==> src/rtl/uart_receiver.sv <==
// uart_receiver: 8N1 UART receive path, LSB first, with a 1-entry holding
// register (valid/ready) and single-cycle framing_error / overrun pulses.
// Build option: define UART_RX_MAJORITY_EN to take a 2-of-3 vote of rx at
// counter values target-2, target-1 and target; otherwise rx is sampled once
// at target. Decision timing is the same in both builds.
module uart_receiver #(
  parameter int CLOCK_FREQ = 125_000_000,
  parameter int BAUD_RATE  = 115_200
) (
  input  logic       clk,
  input  logic       reset,
  input  logic       serial_in,
  output logic [7:0] data_out,
  output logic       data_out_valid,
  input  logic       data_out_ready,
  output logic       framing_error,
  output logic       overrun
);

  localparam int SYMBOL_EDGE_TIME = CLOCK_FREQ / BAUD_RATE;
  localparam int SAMPLE_TIME      = SYMBOL_EDGE_TIME / 2;
  localparam int CW               = $clog2(SYMBOL_EDGE_TIME);
  localparam logic [CW-1:0] EDGE_LAST   = CW'(SYMBOL_EDGE_TIME - 1);
  localparam logic [CW-1:0] SAMPLE_LAST = CW'(SAMPLE_TIME - 1);

  typedef enum logic [1:0] {IDLE, START, DATA, STOP} state_t;

  state_t          state, state_next;
  logic            sync_meta, rx, rx_prev;
  logic [CW-1:0]   clock_counter;
  logic [2:0]      bit_counter;
  logic [7:0]      shifter;
  logic            sample_bit;
  logic            start_detect;
  logic            at_sample;
  logic            byte_done;
  logic            frame_bad;

  // Two-flop synchronizer plus one more flop for falling-edge detection;
  // all idle-high so reset never looks like a start edge.
  always_ff @(posedge clk or posedge reset) begin
    if (reset) begin
      sync_meta <= 1'b1;
      rx        <= 1'b1;
      rx_prev   <= 1'b1;
    end else begin
      sync_meta <= serial_in;
      rx        <= sync_meta;
      rx_prev   <= rx;
    end
  end

  // A start needs a genuine 1->0 transition, so a held-low line (break)
  // cannot retrigger once the FSM is back in IDLE.
  assign start_detect = rx_prev & ~rx;

`ifdef UART_RX_MAJORITY_EN
  logic [1:0] rx_hist;

  // rx_hist[0] is rx one cycle back (target-1), rx_hist[1] two back (target-2).
  always_ff @(posedge clk or posedge reset) begin
    if (reset) rx_hist <= 2'b11;
    else       rx_hist <= {rx_hist[0], rx};
  end

  assign sample_bit = (rx_hist[1] & rx_hist[0]) | (rx_hist[1] & rx) | (rx_hist[0] & rx);
`else
  assign sample_bit = rx;
`endif

  // Next-state and sample-point decode.
  always_comb begin
    state_next = state;
    at_sample  = 1'b0;
    case (state)
      IDLE:  if (start_detect) state_next = START;
      START: if (clock_counter == SAMPLE_LAST) begin
               at_sample  = 1'b1;
               state_next = sample_bit ? IDLE : DATA;
             end
      DATA:  if (clock_counter == EDGE_LAST) begin
               at_sample = 1'b1;
               if (bit_counter == 3'd7) state_next = STOP;
             end
      STOP:  if (clock_counter == EDGE_LAST) begin
               at_sample  = 1'b1;
               state_next = IDLE;
             end
      default: state_next = IDLE;
    endcase
    byte_done = (state == STOP) & at_sample &  sample_bit;
    frame_bad = (state == STOP) & at_sample & ~sample_bit;
  end

  // State register, per-state cycle counter, bit counter and shifter.
  always_ff @(posedge clk or posedge reset) begin
    if (reset) begin
      state         <= IDLE;
      clock_counter <= '0;
      bit_counter   <= '0;
      shifter       <= '0;
    end else begin
      state <= state_next;
      // Counter restarts on every state change; parked at zero while idle.
      if (state_next != state || state == IDLE) clock_counter <= '0;
      else                                     clock_counter <= clock_counter + 1'b1;
      if (state == START && at_sample) bit_counter <= '0;
      if (state == DATA && at_sample) begin
        shifter     <= {sample_bit, shifter[7:1]};
        bit_counter <= bit_counter + 1'b1;
      end
    end
  end

  // Holding register and error pulses. A completing byte wins over a
  // same-cycle read: the register is reloaded and stays valid.
  always_ff @(posedge clk or posedge reset) begin
    if (reset) begin
      data_out       <= '0;
      data_out_valid <= 1'b0;
      framing_error  <= 1'b0;
      overrun        <= 1'b0;
    end else begin
      framing_error <= frame_bad;
      overrun       <= 1'b0;
      if (byte_done) begin
        if (!data_out_valid || data_out_ready) begin
          data_out       <= shifter;
          data_out_valid <= 1'b1;
        end else begin
          overrun <= 1'b1;
        end
      end else if (data_out_valid && data_out_ready) begin
        data_out_valid <= 1'b0;
      end
    end
  end

endmodule

==> config.mk <==
export PLATFORM = sky130hd
export DESIGN_NAME = uart_receiver
export DESIGN_NICKNAME = d
export VERILOG_FILES = /design/src/rtl/uart_receiver.sv
export SDC_FILE = /design/constraint.sdc
export NUM_CORES = 1
export LEC_CHECK = 0
export ABC_AREA = 1
export ABC_CLOCK_PERIOD_IN_PS = 1900
export BUFFER_PORTS_ARGS = -buffer_cell sky130_fd_sc_hd__buf_2
export CORE_MARGIN = 3
export CORE_UTILIZATION = 58
export CTS_CLUSTER_SIZE = 20
export DETAILED_ROUTE_END_ITERATION = 10
export GPL_TIMING_DRIVEN = 0
export MAX_ROUTING_LAYER = met4
export PLACE_DENSITY_LB_ADDON = 0.1
export SLEW_MARGIN = 10
export SYNTH_ARGS = -nofsm -noshare
export SYNTH_HDL_FRONTEND = slang
export SYNTH_SLANG_ARGS = --single-unit
==> constraint.sdc <==
create_clock -name clk -period 1.9 [get_ports clk]
set_input_delay 0.285 -clock clk [delete_from_list [all_inputs] [get_ports clk]]
set_output_delay 0.285 -clock clk [all_outputs]
set_load 0.1 [all_outputs]
==> flow_metrics.tcl, run 1 <==
set metrics [dict create \
    status "complete, no violations" \
    cts_max_level 2 \
    wl_per_cell_um 12.8 \
    antenna_found_initial 0 \
    drive_gt1_share_pct 30.0 \
    post-route-drc-count 0 \
    fp.dieW_um 61.8 \
    drtPass1Iterations 4 \
    clock-root-buffer "clkbuf_4" \
    setup_viol 0 \
    grt_max_degree 39 \
    coreArea_um2 2850 \
    vias 1305 \
    cts_made_buffers 5 \
    ctsLongestPathBuffers 2 \
    tightest_slew_ns 0.759 \
    power.total_mw 2.07 \
    drt_iter0_markers 75 \
    dieArea_um2 3820 \
    chipHeight_um 61.8 \
    rows 19 \
    wl_um 3170 \
    hold_class "in -> async" \
    final_util_pct 72.6 \
    grt_pass1_wl_um 5440 \
    path_class "reg -> reg" \
    syn_area_per_cell_um2 9.40 \
    finalHoldViolCount 0 \
    antenna_cells 0 \
    synthesis.nets 201 \
    insertion_delay_ns 0.35 \
    clock_skew_ns 0.00304 \
    grtUsageTotal_pct 20.3 \
    io_pins 15 \
    crit_path_end_kind "register" \
    routed_via_density 5.26 \
    arrival_ns 2.06 \
    required_ns 2.19 \
    tritoncts "built" \
    final_cells 248 \
    cts_sinks 38 \
    ant_nets 0 \
    overflow 0 \
    worstPathMaxFanout 5 \
    dp_cells 237 \
    nets 225 \
    initial_core_util_pct 63.2 \
    max-cap-violations 0 \
    ir_worst_vdd_uv 634 \
    min_period_ns 1.77 \
    yosysUniqueCellTypes 22 \
    io_buffers 14 \
    netlist_area_um2 1800 \
    cp-start-kind "register" \
    drv_slew 0 \
    fill_cells 216 \
    yosys_warnings 0 \
    area_growth_pct 14.8 \
    seq_area_frac_synth_pct 52.9 \
    finalCritPeriodShare_pct 93.2 \
    dp_hpwl_um 2170 \
    layout_setup_ws_ns 0.129 \
    grt_pass1_vias 1246 \
    dp_worst_setup_slack_ns 0.0963 \
    max-slew-margin-rel_pct 49.3 \
    powerDensity_nw_per_um2 1000 \
    gp_congestion 0.893 \
    cts.reportedPaths.clkPinSlew_ns 0.11 \
    fmax_mhz 565 \
    synthCells 192 \
    setup_tns_ns 0 \
    power_leakage_nw 0.970 \
    ys_ff_latch 38 \
]
## final timing paths
kind,startpoint,to,slack (ns),cells after the start
max in group asynchronous,reset,clock_counter[0]$_DFF_PP0_,1.31,2
worst min-delay path,reset,clock_counter[9]$_DFF_PP0_,0.05,2
min in group clk,data_out_ready,overrun$_DFF_PP0_,0.25,4
worst min register to register,sync_meta$_DFF_PP1_,rx$_DFF_PP1_,0.37,0
worst max-delay path,clock_counter[1]$_DFF_PP0_,clock_counter[7]$_DFF_PP0_,0.13,13
worst max register to register,clock_counter[1]$_DFF_PP0_,clock_counter[7]$_DFF_PP0_,0.13,13
## routing by layer
| metal | vias to the layer above | global-route usage [%] | wire, um |
|---|---|---|---|
| li1 | 650 | - | - |
| met1 | 621 | 24.4 | 1490 |
| met2 | 27 | 30.6 | 1490 |
| met3 | 7 | 7.23 | 127 |
| met4 | 0 | 9.39 | 58 |
| met5 | - | - | 0 |
## cell usage after synthesis (all sizes together)
master	instances	area [um2]
nand2	43	169
dfrtp	35	876
inv	29	109
nor2	29	156
o21ai	17	115
nand3	7	50.1
xor2	7	61.3
ha	5	62.6
nand4	5	37.5
nor3	4	20.0
dfstp	3	78.8
a22o	2	17.5
buf	2	22.5
xnor2	2	17.5
clkbuf	1	3.75
o21bai	1	7.51
## stage by stage
step / area, um2 / hold slack (ns)
CTS: 1980 / 0.0104
global placement: 1910 / 0.346
global route: 2070 / 0.101
finish: 2070 / 0.0511
detailed placement: 1910 / 0.353
floorplan: 1800 / 0.289
## cell type report
| cell class | instances | area (um2) | area share (%) |
|---|---|---|---|
| Clock buffer | 6 | 51.3 | 2.48 |
| Buffer | 3 | 35.0 | 1.69 |
| Sequential cell | 38 | 956 | 46.1 |
| Timing Repair Buffer | 17 | 113 | 5.43 |
| Tap cell | 31 | 38.8 | 1.87 |
| Inverter | 29 | 109 | 5.25 |
| Multi-Input combinational cell | 122 | 757 | 36.5 |
| Clock inverter | 2 | 12.5 | 0.604 |
## cells in the final DEF, fill, tap and decap left out, types with 2 or more instances in the layout
master | Yosys | routed
o21ai_2 | 8 | 8
nor2_2 | 13 | 10
nand3_2 | 3 | 2
a22o_1 | 2 | 2
nand2_1 | 40 | 39
nor2_1 | 14 | 14
o21ai_0 | 9 | 9
xnor2_1 | 2 | 2
dfrtp_1 | 35 | 34
nand3_1 | 4 | 4
dfstp_2 | 3 | 3
xor2_1 | 7 | 7
ha_1 | 5 | 4
nor3_1 | 4 | 4
nor2_4 | 2 | 5
inv_1 | 29 | 26
clkbuf_4 | 0 | 5
inv_2 | 0 | 3
nand4_1 | 4 | 4
nand2_2 | 3 | 3
buf_2 | 0 | 14
## power by group
| group | leakage, nW | internal [mW] | switching [mW] | total [mW] |
|---|---|---|---|---|
| clock network | 0.0343 | 0.178 | 0.277 | 0.455 |
| logic | 0.422 | 0.317 | 0.388 | 0.706 |
| registers | 0.514 | 0.858 | 0.0543 | 0.912 |
## worst max-delay path, stage by stage, from the launching register on
cell and delay [ns]:
dfrtp_1 0.42, inv_1 0.11, ha_4 0.14, nand2_1 0.04, inv_1 0.06, nand2_2 0.06, nor2_4 0.14, nand4_1 0.15
nand4_1 0.13, nand2_1 0.07, inv_2 0.07, nand2_4 0.07, buf_12 0.14, nor2_2 0.09
## cells by family after synthesis
| logic type | Yosys count | synth area share [%] |
|---|---|---|
| fa+ha+maj | 5 | 3.47 |
| simple gates | 88 | 24.0 |
| xor+xnor | 9 | 4.37 |
| buf+inv | 32 | 7.49 |
| compound gates | 20 | 7.77 |
| flops | 38 | 52.9 |
## timing repair
| action | in CTS | in global routing |
|---|---|---|
| gates resized for setup | 0 | 13 |
| hold endpoints to repair | 0 | 1 |
| hold buffers | 0 | 1 |
| endpoints found under the setup margin | 0 | 26 |
| buffers inserted | 0 | 1 |
## state kept, by name, indices dropped and copies added (netlist names)
name / count
framing_error: 1
data_out_valid: 1
rx: 1
bit_counter: 3
clock_counter: 11
rx_prev: 1
overrun: 1
shifter: 8
data_out: 8
sync_meta: 1
state: 2
No activity file was read; power rests on OpenSTA's default activity.
==> inputs of run 2 (changes only) <==
--- a/config.mk
+++ b/config.mk
@@ -7,7 +7,7 @@
 export LEC_CHECK = 0
 export ABC_AREA = 1
 export ABC_CLOCK_PERIOD_IN_PS = 1900
-export BUFFER_PORTS_ARGS = -buffer_cell sky130_fd_sc_hd__buf_2
+export BUFFER_PORTS_ARGS = -buffer_cell sky130_fd_sc_hd__buf_4
 export CORE_MARGIN = 3
 export CORE_UTILIZATION = 58
 export CTS_CLUSTER_SIZE = 20
==> flow_metrics.tcl, run 2 (synthesized netlist as in run 1, its figures left out) <==
set metrics [dict create \
    drv_slew 0 \
    antenna_found_initial 0 \
    status "complete, no violations" \
    path_class "reg -> reg" \
    dp_hpwl_um 2240 \
    critPathMaxStageDelay_ns 0.45 \
    io_pins 15 \
    finalHoldViolCount 0 \
    final_cells 247 \
    routed_via_density 5.11 \
    crit_path_end_kind "register" \
    setup_viol 0 \
    rows 19 \
    tightest_slew_ns 0.770 \
    arrival_ns 1.99 \
    clock_skew_ns 0.00544 \
    power_leakage_nw 0.965 \
    layout_common_cells "nand2_1, dfrtp_1, inv_1, buf_4, nor2_1" \
    max-slew-margin-rel_pct 48.6 \
    reg2reg_depth 12 \
    r2r_slack_ns 0.15 \
    antenna_cells 0 \
    ir_worst_vdd_uv 590 \
    cp-start-kind "register" \
    area_growth_pct 14.2 \
    cp_slowest_cell "dfrtp_2" \
    crit_top_cell "nand2_1" \
    crit_chain "inv_1 > ha_1 > nand2_1 > inv_1 > nand2_1 > nor2_4 > nand2_1 > nor2_4 > nand3_4 > buf_6 > nand2_1 > o21ai_2" \
    grt_max_degree 39 \
    cts_sinks 38 \
    fp.dieW_um 61.8 \
    wl_per_cell_um 12.3 \
    drt_iter0_markers 60 \
    worstPathMaxFanout 10 \
    tritoncts "built" \
    hold_end "sync_meta$_DFF_PP1_" \
    insertion_delay_ns 0.34 \
    drtPass1Iterations 4 \
    worstHoldStart "serial_in" \
    ctsLongestPathBuffers 2 \
    reg_top3 "clock_counter: 11 flops, data_out: 8 flops, shifter: 8 flops" \
    coreArea_um2 2850 \
    worstReg2RegEnd "data_out[1]$_DFFE_PP0P_" \
    rr_startpoint "clock_counter[0]$_DFF_PP0_" \
    chipHeight_um 61.8 \
    cts.reportedPaths.clkPinSlew_ns 0.11 \
    vias 1263 \
    grt_pass1_wl_um 5330 \
    rsz0062_at_grt "false" \
    cts_made_buffers 5 \
    post-route-drc-count 0 \
    fmax_mhz 572 \
    grt_pass1_vias 1232 \
    cts_max_level 2 \
    fill_cells 218 \
    max-cap-violations 0 \
    setup_tns_ns 0 \
    powerDensity_nw_per_um2 945 \
    gp_congestion 0.889 \
    largest_reg_flops 11 \
    clock-root-buffer "clkbuf_4" \
    hold_class "in -> reg" \
    overflow 0 \
    holdBufCountCts 0 \
    final_common_cell "nand2_1" \
    finalCritPeriodShare_pct 92.0 \
    grtUsageTotal_pct 19.8 \
    drive_gt1_share_pct 28.7 \
    dp_cells 237 \
    nets 224 \
    initial_core_util_pct 63.2 \
    holdPathStages 1 \
    dieArea_um2 3820 \
    wl_um 3030 \
    startpoint "clock_counter[0]$_DFF_PP0_" \
    required_ns 2.14 \
    regMostFlops "clock_counter" \
    min_period_ns 1.75 \
    ant_nets 0 \
    io_buffers 14 \
]
==> run 2: cell count changes in the layout (fill, tap and decap cells not counted), moves of 2 or more <==
cell   before  now
buf_2      14    0
buf_4       1   16
inv_1      26   28
inv_2       3    1
==> run 2: worst max path at each step <==
stage / end / slack, ns / cells past startpoint
global route: data_out[1]$_DFFE_PP0P_ / 0.02 / 12
floorplan: data_out[1]$_DFFE_PP0P_ / 0.24 / 5
finish: data_out[1]$_DFFE_PP0P_ / 0.15 / 12
global placement: data_out[0]$_DFFE_PP0P_ / 0.13 / 12
detailed placement: data_out[1]$_DFFE_PP0P_ / 0.09 / 12
CTS: data_out[1]$_DFFE_PP0P_ / 0.07 / 12
==> run 2: per-stage QoR <==
stage	power [mW]	setup WS, ns	util, %	hold WS, ns	area, um2
2_1_floorplan	1.29	0.236	-	0.289	1800
3_3_place_gp	1.36	0.130	68.3	0.346	1950
3_5_place_dp	1.40	0.0887	68.3	0.353	1950
4_1_cts	1.93	0.0690	71.0	0.0352	2030
5_1_grt	2.06	0.0234	72.2	0.0215	2060
6_report	1.95	0.152	72.2	0.0487	2060
==> run 2: critical path: cells and delay by family (launching register included) <==
kind	cells	cell delay [ns]
AOI/OAI and AO/OA	1	0.06
buffers and inverters	3	0.28
adders and majority gates	1	0.18
DFF	1	0.45
and+or+nand+nor	7	0.67
==> run 2: what timing repair did <==
item,CTS,global route
resized for setup,0,6
setup endpoints to repair,0,19
buffers inserted,0,2
==> run 2: layer usage <==
layer	track usage (%)	up-vias	wire [um]
met5	-	-	0
met2	29.1	20	1420
met3	7.02	8	107
li1	-	642	-
met4	7.88	0	55
met1	25.0	593	1450
==> run 2: where the power goes <==
group          internal [mW]  switching (mW)  total [mW]
sequential             0.857          0.0569       0.914
combinational          0.179           0.322       0.500
clock                  0.272           0.260       0.533
total                   1.31           0.639        1.95
==> run 2: final cells by class <==
cell class / instances / area (um2) / area share, %
timing repair buffer: 16 / 120 / 5.83
inverter: 29 / 109 / 5.28
multi-input combinational: 122 / 732 / 35.5
tap: 31 / 38.8 / 1.88
buffer: 3 / 27.5 / 1.34
clock inverter: 3 / 40.0 / 1.94
clock buffer: 5 / 37.5 / 1.82
sequential: 38 / 956 / 46.4
==> inputs of run 3 (changes only) <==
--- a/config.mk
+++ b/config.mk
@@ -5,14 +5,15 @@
 export SDC_FILE = /design/constraint.sdc
 export NUM_CORES = 1
 export LEC_CHECK = 0
-export ABC_AREA = 1
 export ABC_CLOCK_PERIOD_IN_PS = 1900
 export BUFFER_PORTS_ARGS = -buffer_cell sky130_fd_sc_hd__buf_4
 export CORE_MARGIN = 3
-export CORE_UTILIZATION = 58
+export CORE_UTILIZATION = 57
+export CTS_CLUSTER_DIAMETER = 200
 export CTS_CLUSTER_SIZE = 20
 export DETAILED_ROUTE_END_ITERATION = 10
 export GPL_TIMING_DRIVEN = 0
+export HOLD_SLACK_MARGIN = 0.06
 export MAX_ROUTING_LAYER = met4
 export PLACE_DENSITY_LB_ADDON = 0.1
 export SLEW_MARGIN = 10
==> flow_metrics.tcl, run 3 <==
set metrics [dict create \
    r2r_slack_ns 0.02 \
    synth-edff-count 0 \
    synth_area_leaders "dfrtp_1, mux2_2, dfstp_2" \
    hold_class "in -> async" \
    dieArea_um2 3630 \
    multi_input_area_um2 692 \
    cts_max_level 2 \
    gp_congestion 0.810 \
    drive_gt1_share_pct 38.9 \
    max-cap-violations 0 \
    synthesis.nets 140 \
    ctsLongestPathBuffers 2 \
    startpoint "clock_counter[0]$_DFF_PP0_" \
    dp_worst_setup_slack_ns -0.148 \
    initial_core_util_pct 60.2 \
    wl_um 2830 \
    yosys.cell_count.top_type "dfrtp_1" \
    synth_top_area_share_pct 52.3 \
    netlist_area_um2 1680 \
    yosysUniqueCellTypes 35 \
    crit_path_end_kind "register" \
    min_period_ns 1.88 \
    cp-start-kind "register" \
    vias 1080 \
    seq_area_frac_synth_pct 57.0 \
    async_reset_ff_share_pct 100 \
    reg_top3 "clock_counter: 11 flops, data_out: 8 flops, shifter: 8 flops" \
    routed_via_density 5.60 \
    status "complete, no violations" \
    synth_top_family_by_area "simple AND/OR/NAND/NOR gates" \
    pwr-share-clk_pct 26.8 \
    tightest_slew_ns 0.763 \
    yosys.area.top_type "dfrtp_1" \
    insertion_delay_ns 0.34 \
    setup_viol 0 \
    grt_pass1_wl_um 4710 \
    swShare_pct 27.5 \
    arrival_ns 2.11 \
    worstReg2RegEnd "data_out[3]$_DFFE_PP0P_" \
    required_ns 2.13 \
    fp.dieW_um 60.2 \
    antenna_found_initial 0 \
    layout_common_cells "dfrtp_1, buf_4, mux2_2, nor2_1, clkbuf_4" \
    regMostFlops "clock_counter" \
    finalCritPeriodShare_pct 98.7 \
    regArea_um2 955 \
    rows 19 \
    largest_reg_flops 11 \
    reg2reg_depth 7 \
    dominantRegCellSynth "dfrtp_1" \
    yosys_warnings 0 \
    synth_fa_ha_area_share_pct 3.73 \
    crit_path_end "data_out[3]$_DFFE_PP0P_" \
    finalHoldViolCount 0 \
    ir_worst_vdd_uv 667 \
    power_frac_seq_pct 57.3 \
    synth_mux_area_share_pct 11.4 \
    synth-xor-area-share_pct 4.71 \
    layout_setup_ws_ns 0.0240 \
    drtPass1Iterations 4 \
    syn_area_per_cell_um2 12.8 \
    netlist_top_cells_count "dfrtp_1, mux2_2, nor2_1" \
    power_leakage_nw 0.967 \
    yosys.area_share.simple_pct 15.7 \
    cts_made_buffers 5 \
    synthCells 131 \
    nets 170 \
    powerDensity_nw_per_um2 818 \
    antenna_cells 0 \
    chipHeight_um 60.2 \
    cts.reportedPaths.clkPinSlew_ns 0.11 \
    rsz0062_at_grt "true" \
    p_sw_uw 446 \
    fmax_mhz 533 \
    final_util_pct 71.4 \
    area_growth_pct 18.6 \
    worstPathMaxFanout 7 \
    final_common_cell "dfrtp_1" \
    grt_max_degree 39 \
    internal_power_mw 1.18 \
    post-route-drc-count 0 \
    cts_sinks 38 \
    tritoncts "built" \
    overflow 0 \
    clock-root-buffer "clkbuf_4" \
    synth_compound_area_share_pct 4.63 \
    holdWs_ns 0.0806 \
    io_pins 15 \
    drv_slew 0 \
    grt_pass1_vias 1092 \
    rr_startpoint "clock_counter[0]$_DFF_PP0_" \
    power.total_mw 1.62 \
    clock_skew_ns 0.00830 \
    grtUsageTotal_pct 18.2 \
    io_buffers 14 \
    path_class "reg -> reg" \
    ys_ff_latch 38 \
    fill_cells 188 \
    drt_iter0_markers 35 \
    combPwrFrac_pct 15.8 \
    max-slew-margin-rel_pct 49.1 \
    wl_per_cell_um 14.7 \
    ant_nets 0 \
    dp_hpwl_um 1900 \
    coreArea_um2 2780 \
]
-- run 3: cell types whose count changed in the layout (fill, tap and decap cells not counted), moves of 3 or more --
cell,delta
nand2_1,-36
inv_1,-24
mux2_2,+16
nor2_2,-11
o21ai_2,-8
o21ai_0,-7
buf_4,+6
nor2_4,-4
nand2_2,-3
-- run 3: stage by stage --
stage                     area [um2]  instances  setup TNS, ns
after CTS                       1940        189              0
after global placement          1820        176         -0.627
after global routing            1990        193         -0.614
after detailed placement        1820        176          -1.10
final                           1990        193              0
after floorplan                 1680        131              0
-- run 3: logic make-up after synthesis --
family	after synthesis
xor+xnor	9
buf+inv	9
fa+ha+maj	5
simple gates	43
mux	17
flops	38
compound gates	10
-- run 3: timing repair --
item / CTS / global route
buffers inserted: 4 / 4
pin swaps: 1 / 4
setup endpoints to repair: 9 / 21
hold endpoints to repair: 1 / 0
resized for setup: 1 / 4
hold buffers: 1 / 0
-- run 3: layout make-up --
cell class,count,area share [%]
well taps,31,1.95
clock inverters,2,0.630
flip-flops and latches,38,48.0
inverters,5,0.945
multi-input cells,84,34.8
plain buffers,4,1.57
repair buffers,23,9.45
clock buffers,6,2.58
-- run 3: power groups by stage --
stage | Clock (mW) | Combinational [mW] | Sequential (mW)
floorplan | 0 | 0.147 | 0.936
global placement | 0 | 0.172 | 0.950
detailed placement | 0 | 0.183 | 0.955
CTS | 0.450 | 0.222 | 0.934
global route | 0.481 | 0.292 | 0.944
finish | 0.436 | 0.258 | 0.932
-- run 3: routing by layer --
| metal | global-route usage (%) | up-vias | wire [um] |
|---|---|---|---|
| li1 | - | 525 | - |
| met3 | 4.10 | 9 | 103 |
| met1 | 22.0 | 523 | 1310 |
| met2 | 29.0 | 23 | 1360 |
| met4 | 8.23 | 0 | 59 |
| met5 | - | - | 0 |
-- run 3: how the worst min path moves through the flow --
stage	to	slack (ns)	depth (start not counted)	start
2_1_floorplan	sync_meta$_DFF_PP1_	0.29	0	serial_in
3_3_place_gp	rx$_DFF_PP1_	0.35	0	sync_meta$_DFF_PP1_
3_5_place_dp	rx$_DFF_PP1_	0.35	0	sync_meta$_DFF_PP1_
4_1_cts	shifter[4]$_DFFE_PP0P_	0.1	2	reset
5_1_grt	data_out[5]$_DFFE_PP0P_	0.12	2	reset
6_report	shifter[5]$_DFFE_PP0P_	0.08	2	reset
-- run 3: critical path, stage by stage (launching register included) --
cell and delay (ns):
dfrtp_1 0.42, inv_1 0.08, ha_1 0.13, and3b_2 0.25, nand4_4 0.13, nor3b_4 0.26
buf_12 0.16, mux2_2 0.33
